**src/rtl/n_bit_debounce_synchroniser.sv**
```systemverilog
// ---------------------------------------------------------------------------
// n_bit_debounce_synchroniser
//
// Brings WIDTH independent asynchronous inputs into the clock domain through
// a LENGTH-flop synchroniser chain. Each synchronised bit is then debounced:
// the filtered output only takes a new value after the synchronised value
// has differed from it for FILTER consecutive cycles. Registered one-cycle
// rise/fall pulses mark each accepted change of the filtered output.
//
// Parameters
//   WIDTH        number of independent channels (>= 1)
//   LENGTH       synchroniser flop stages per channel (>= 2)
//   FILTER       cycles of stable difference needed to change filtOut (>= 1)
//   RESET_VALUE  value loaded into chain flops and filtOut on reset
//
// Ports
//   clock      single clock for all logic
//   resetN     synchronous, active-low reset
//   asyncIn    asynchronous channel inputs
//   syncOut    raw synchronised value (last chain stage)
//   filtOut    debounced value
//   rise       one-cycle pulse per channel on filtOut 0->1
//   fall       one-cycle pulse per channel on filtOut 1->0
//   anyChange  OR of all rise and fall bits
// ---------------------------------------------------------------------------
module n_bit_debounce_synchroniser #(
  parameter int unsigned      WIDTH       = 1,
  parameter int unsigned      LENGTH      = 2,
  parameter int unsigned      FILTER      = 4,
  parameter logic [WIDTH-1:0] RESET_VALUE = '0
) (
  input  logic             clock,
  input  logic             resetN,
  input  logic [WIDTH-1:0] asyncIn,
  output logic [WIDTH-1:0] syncOut,
  output logic [WIDTH-1:0] filtOut,
  output logic [WIDTH-1:0] rise,
  output logic [WIDTH-1:0] fall,
  output logic             anyChange
);

  localparam int unsigned     CW   = $clog2(FILTER + 1);
  // Terminal count: the FILTER-th consecutive differing cycle loads filtOut.
  localparam logic [CW-1:0]   LAST = CW'(FILTER - 1);

  // Synchroniser chain: stage 0 samples asyncIn, stage LENGTH-1 is syncOut.
  logic [LENGTH-1:0][WIDTH-1:0] chain;

  always_ff @(posedge clock) begin
    if (!resetN) begin
      chain <= {LENGTH{RESET_VALUE}};
    end else begin
      chain <= {chain[LENGTH-2:0], asyncIn};
    end
  end

  assign syncOut = chain[LENGTH-1];

  // Debounce state per channel.
  logic [WIDTH-1:0][CW-1:0] count_q;
  logic [WIDTH-1:0][CW-1:0] count_d;
  logic [WIDTH-1:0]         filt_d;
  logic [WIDTH-1:0]         rise_d;
  logic [WIDTH-1:0]         fall_d;

  always_comb begin
    filt_d  = filtOut;
    count_d = count_q;
    rise_d  = '0;
    fall_d  = '0;
    for (int unsigned ch = 0; ch < WIDTH; ch++) begin
      if (syncOut[ch] == filtOut[ch]) begin
        // Agreement discards any partial count, so short glitches vanish.
        count_d[ch] = '0;
      end else if (count_q[ch] >= LAST) begin
        filt_d[ch]  = syncOut[ch];
        count_d[ch] = '0;
        rise_d[ch]  = syncOut[ch];
        fall_d[ch]  = ~syncOut[ch];
      end else begin
        count_d[ch] = count_q[ch] + CW'(1);
      end
    end
  end

  always_ff @(posedge clock) begin
    if (!resetN) begin
      filtOut <= RESET_VALUE;
      count_q <= '0;
      rise    <= '0;
      fall    <= '0;
    end else begin
      filtOut <= filt_d;
      count_q <= count_d;
      rise    <= rise_d;
      fall    <= fall_d;
    end
  end

  // Built from registered pulses only, so it adds no latency and no
  // combinational path from asyncIn.
  assign anyChange = |(rise | fall);

endmodule

```
**config.mk**
```make
export PLATFORM = sky130hd
export DESIGN_NAME = n_bit_debounce_synchroniser
export DESIGN_NICKNAME = d
export VERILOG_FILES = /design/src/rtl/n_bit_debounce_synchroniser.sv
export SDC_FILE = /design/constraint.sdc
export NUM_CORES = 1
export LEC_CHECK = 0
export ABC_AREA = 1
export CORE_AREA = 4 4 41 43
export CTS_BUF_LIST = sky130_fd_sc_hd__clkbuf_16
export CTS_CLUSTER_SIZE = 8
export DETAILED_ROUTE_END_ITERATION = 12
export DIE_AREA = 0 0 45 47
export DONT_BUFFER_PORTS = 1
export RECOVER_POWER = 50
export SYNTH_ARGS = -nofsm -noshare
export SYNTH_HDL_FRONTEND = slang
export SYNTH_SLANG_ARGS = --single-unit
```
**constraint.sdc**
```tcl
create_clock -name clock -period 1.6 [get_ports clock]
set_input_delay 0.16 -clock clock [delete_from_list [all_inputs] [get_ports clock]]
set_output_delay 0.16 -clock clock [all_outputs]
set_load 0.01 [all_outputs]
```
# Word-level counts from Yosys, hierarchy flattened
# Cells that the tools add are included.
# Widths: inputs -> output; s select.
dict set report op_classes {
  n_reduce_logical 3
  bitwise 5
  magnitude_cmp 1
  add_sub_neg 1
  n_eq_ne 1
}
# op n
set op_table {}
lappend op_table {{$reduce_or 3->1} 2}
lappend op_table {{$not 1->1} 4}
lappend op_table {{$add 3x1->3 const B} 1}
lappend op_table {{$ge 3x2->1 const B} 1}
lappend op_table {{$reduce_and 2->1} 1}
lappend op_table {{$eq 1x1->1} 1}
lappend op_table {{$or 1x1->1} 1}
dict set report word_totals {
  regBits 8
  output_inout_bits 5
}

# Depth between registers and ports, before layout
dict set report logic_depth {
  ltp_word 3
  depth_mapped 7
  mapped_depth_nobuf 7
}

# Least setup slack after synthesis
# No wires, ideal clock.
dict set report synth_timing {
  kind {register to register}
  start {register count_q[0] (netlist bit)}
  end {register count_q[0] (netlist bit)}
  synth_period_minus_slack_ns 1.112
  path_slack_ns 0.488
  t_arrival_ns 1.048
  path_stages_with_launch 8
  n_path_buf 0
  path_cell_list {dfxtp_1 ha_1 ha_1 nor2_2 nand2_1 inv_1 nand2_1 nor2_1}
}
dict set report synth_between {
  elab_chain_len 2
  elab_cells_between_ends 3
  classes_between {1 x add/sub; 1 x order compare; 1 x reduce/logical}
}
# element line
set synth_lines {}
lappend synth_lines {{start: declaration} 60} ;# logic [WIDTH-1:0][CW-1:0] count_q;
lappend synth_lines {{start signal: assignment} 94} ;# count_q <= count_d;
lappend synth_lines {{$ge 3x2->1} 75} ;# end else if (count_q[ch] >= LAST) begin
lappend synth_lines {{$reduce_or 3->1 (no line)} --}
# Parallel ways exist; a longest one is shown, timed or not.
# A chain may end at the register's enable or synchronous reset.

# Worst setup path in the final report
# Ends and elaborated chain as after synthesis.

==> results.sh <==
export IMPL_status="completed"
export IMPL_fmax_mhz=815
export IMPL_ys_ff_latch=8
export IMPL_ys_warn_count=0
export IMPL_whs_ns=0.0231
export IMPL_worstSetupStartpointType="register"
export IMPL_yosysUniqueCellTypes=9
export IMPL_power_static_leakage_nw=0.190
export IMPL_ff_latch_area_sq_um=160
export IMPL_layout_area_overhead_vs_synth_pct=31.3
export IMPL_hold_violations=0
export IMPL_drt_pass1_iter_count=2
export IMPL_rsz0062_at_grt="false"
export IMPL_max_cap_violations=0
export IMPL_grt_pass1_vias=197
export IMPL_clk_latency_ns=0.23
export IMPL_clkTransAtPathRegs_ns=0.04
export IMPL_setup_viol_count_final=0
export IMPL_diodes=0
export IMPL_drive_gt1_share_pct=14.6
export IMPL_grt_max_degree=7
export IMPL_wl_per_cell_um=8.55
export IMPL_hp_class="input port to register"
export IMPL_pwr_density_cell_mw_per_mm2=1580
export IMPL_via_per_inst=3.68
export IMPL_io_buffers=0
export IMPL_fin_crit_ns=1.23
export IMPL_cts_resized=0
export IMPL_max_slew_margin_rel_pct=82.0
export IMPL_fin_crit_sh_pct=76.6
export IMPL_root_buffer="clkbuf_16"
export IMPL_ys_seq_area_share_pct=53.3
export IMPL_grt_pass1_wl_um=772
export IMPL_htree_num_levels=1
export IMPL_fin_area_sq_um=394
export IMPL_dieArea_sq_mm=0.00212
export IMPL_clock_sinks=8
export IMPL_core_sq_mm=0.00130
export IMPL_synth_nets=43
export IMPL_final_antenna_net_count=0
export IMPL_vias=206
export IMPL_arrival_ns=1.39
export IMPL_cts_made_buffers=3
export IMPL_drt_iter0_markers=1
export IMPL_worst_setup_path_type="register to register"
export IMPL_drc_errors=0
export IMPL_grt_overflow=0
export IMPL_hold_buffers=0
export IMPL_peakVddDrop_v=0.000620
export IMPL_synth_area_per_cell_sq_um=7.90
export IMPL_nets=48
export IMPL_critPathBufInv=1
export IMPL_synth_cells=38
export IMPL_grt_usage_pct=6.02
export IMPL_tritoncts="done"
export IMPL_tightest_slew_ns=0.269
export IMPL_chipWidth_um=45
export IMPL_tns_ns=0
export IMPL_die_h_um=47
export IMPL_routabilityCongestion=0.653
export IMPL_placed_cell_area_sq_um=319
export IMPL_wirelength_um=479
export IMPL_io_pins=8
export IMPL_critPathMaxFanout=3
export IMPL_crit_family="simple AND/OR/NAND/NOR gates"
export IMPL_syn_area_sq_um=300
export IMPL_finClkSkew_ns=0.00306
export IMPL_endpoint_kind="register"
export IMPL_cts_path_max_buffers=2
export IMPL_slowest_delay_ns=0.32
export IMPL_multi_input_area_sq_um=114
export IMPL_post_cts_buffers=0
export IMPL_fin_ws_ns=0.374
export IMPL_cp_required_ns=1.76
export IMPL_slew_violations=0
export IMPL_crit_path_top_delay_cell="dfxtp_1"
export IMPL_path_cells="ha_1 > ha_1 > nor2_2 > nand2_1 > inv_1 > nand2_1 > nor2_1"
export IMPL_start_util_pct=23.1
export IMPL_n_fill_cell=139
export IMPL_dp_worst_setup_slack_ns=0.374
export IMPL_rows=13
export IMPL_antenna_found_initial=0
flip-flops by register name (all words and copies together) (netlist names):
register / flops
chain: 1
count_q: 3
fall: 1
filtOut: 1
rise: 1
syncOut: 1
through the flow:
step	util (%)	total power, W	std cells
2_1_floorplan	-	0.000214	38
3_5_place_dp	24.5	0.000216	53
4_1_cts	30.3	0.000633	56
5_1_grt	30.3	0.000648	56
3_3_place_gp	24.5	0.000215	53
6_report	30.3	0.000624	56
cell type report:
class | instances | area share [%]
Multi-Input combinational cell | 23 | 28.9
Clock buffer | 3 | 19.0
Tap cell | 15 | 4.76
Inverter | 7 | 6.67
Sequential cell | 8 | 40.6
worst register-to-register path, stage by stage, from the launching register on:
cell,delay (ns)
dfxtp_1,0.32
ha_1,0.20
ha_1,0.18
nor2_2,0.14
nand2_1,0.08
inv_1,0.05
nand2_1,0.08
nor2_1,0.10
power by group:
| part | switching, W | internal (W) | total (W) |
|---|---|---|---|
| clock | 0.0000897 | 0.000321 | 0.000411 |
| sequential | 0.00000309 | 0.000204 | 0.000207 |
| combinational | 0.00000335 | 0.00000234 | 0.00000569 |
worst paths after layout:
| path | from | depth (start not counted) | end | slack, ns |
|---|---|---|---|---|
| worst max register to register | count_q[0] | 7 | count_q[0] | 0.37 |
| worst max-delay path | count_q[0] | 7 | count_q[0] | 0.37 |
| worst min-delay path | resetN | 2 | syncOut | 0.02 |
| worst min register to register | chain[0] | 2 | syncOut | 0.40 |
cells in the mapped netlist (all sizes together):
cell type | count | share of area, %
a21oi | 1 | 1.7
dfxtp | 8 | 53
ha | 2 | 8.3
inv | 7 | 8.8
nand2 | 9 | 11
nand3 | 1 | 1.7
nor2 | 9 | 13
or2 | 1 | 2.1
layer usage:
layer / share of wire, % / GRT usage, % / vias up
li1: - / - / 117
met3: 15 / 6.90 / 0
met4: 0 / 3.51 / 0
met2: 46 / 8.76 / 10
met1: 38 / 4.82 / 79
met5: 0 / 0 / -
cells in the final DEF, fill, tap and decap left out:
master / synthesis / layout
nand2_1: 9 / 9
clkbuf_16: 0 / 3
ha_1: 2 / 2
nor2_1: 7 / 7
a21oi_1: 1 / 1
or2_2: 1 / 1
nor2_2: 2 / 2
nand3_1: 1 / 1
dfxtp_1: 8 / 8
inv_1: 7 / 7
cell families (layout without fill, tap and decap cells):
| family | after synthesis | in the layout | synth area share [%] |
|---|---|---|---|
| flops | 8 | 8 | 53.3 |
| compound gates | 1 | 1 | 1.67 |
| simple gates | 20 | 20 | 27.9 |
| buf+inv | 7 | 10 | 8.75 |
| fa+ha+maj | 2 | 2 | 8.33 |
Note: power is estimated with default switching activity, not from simulation.
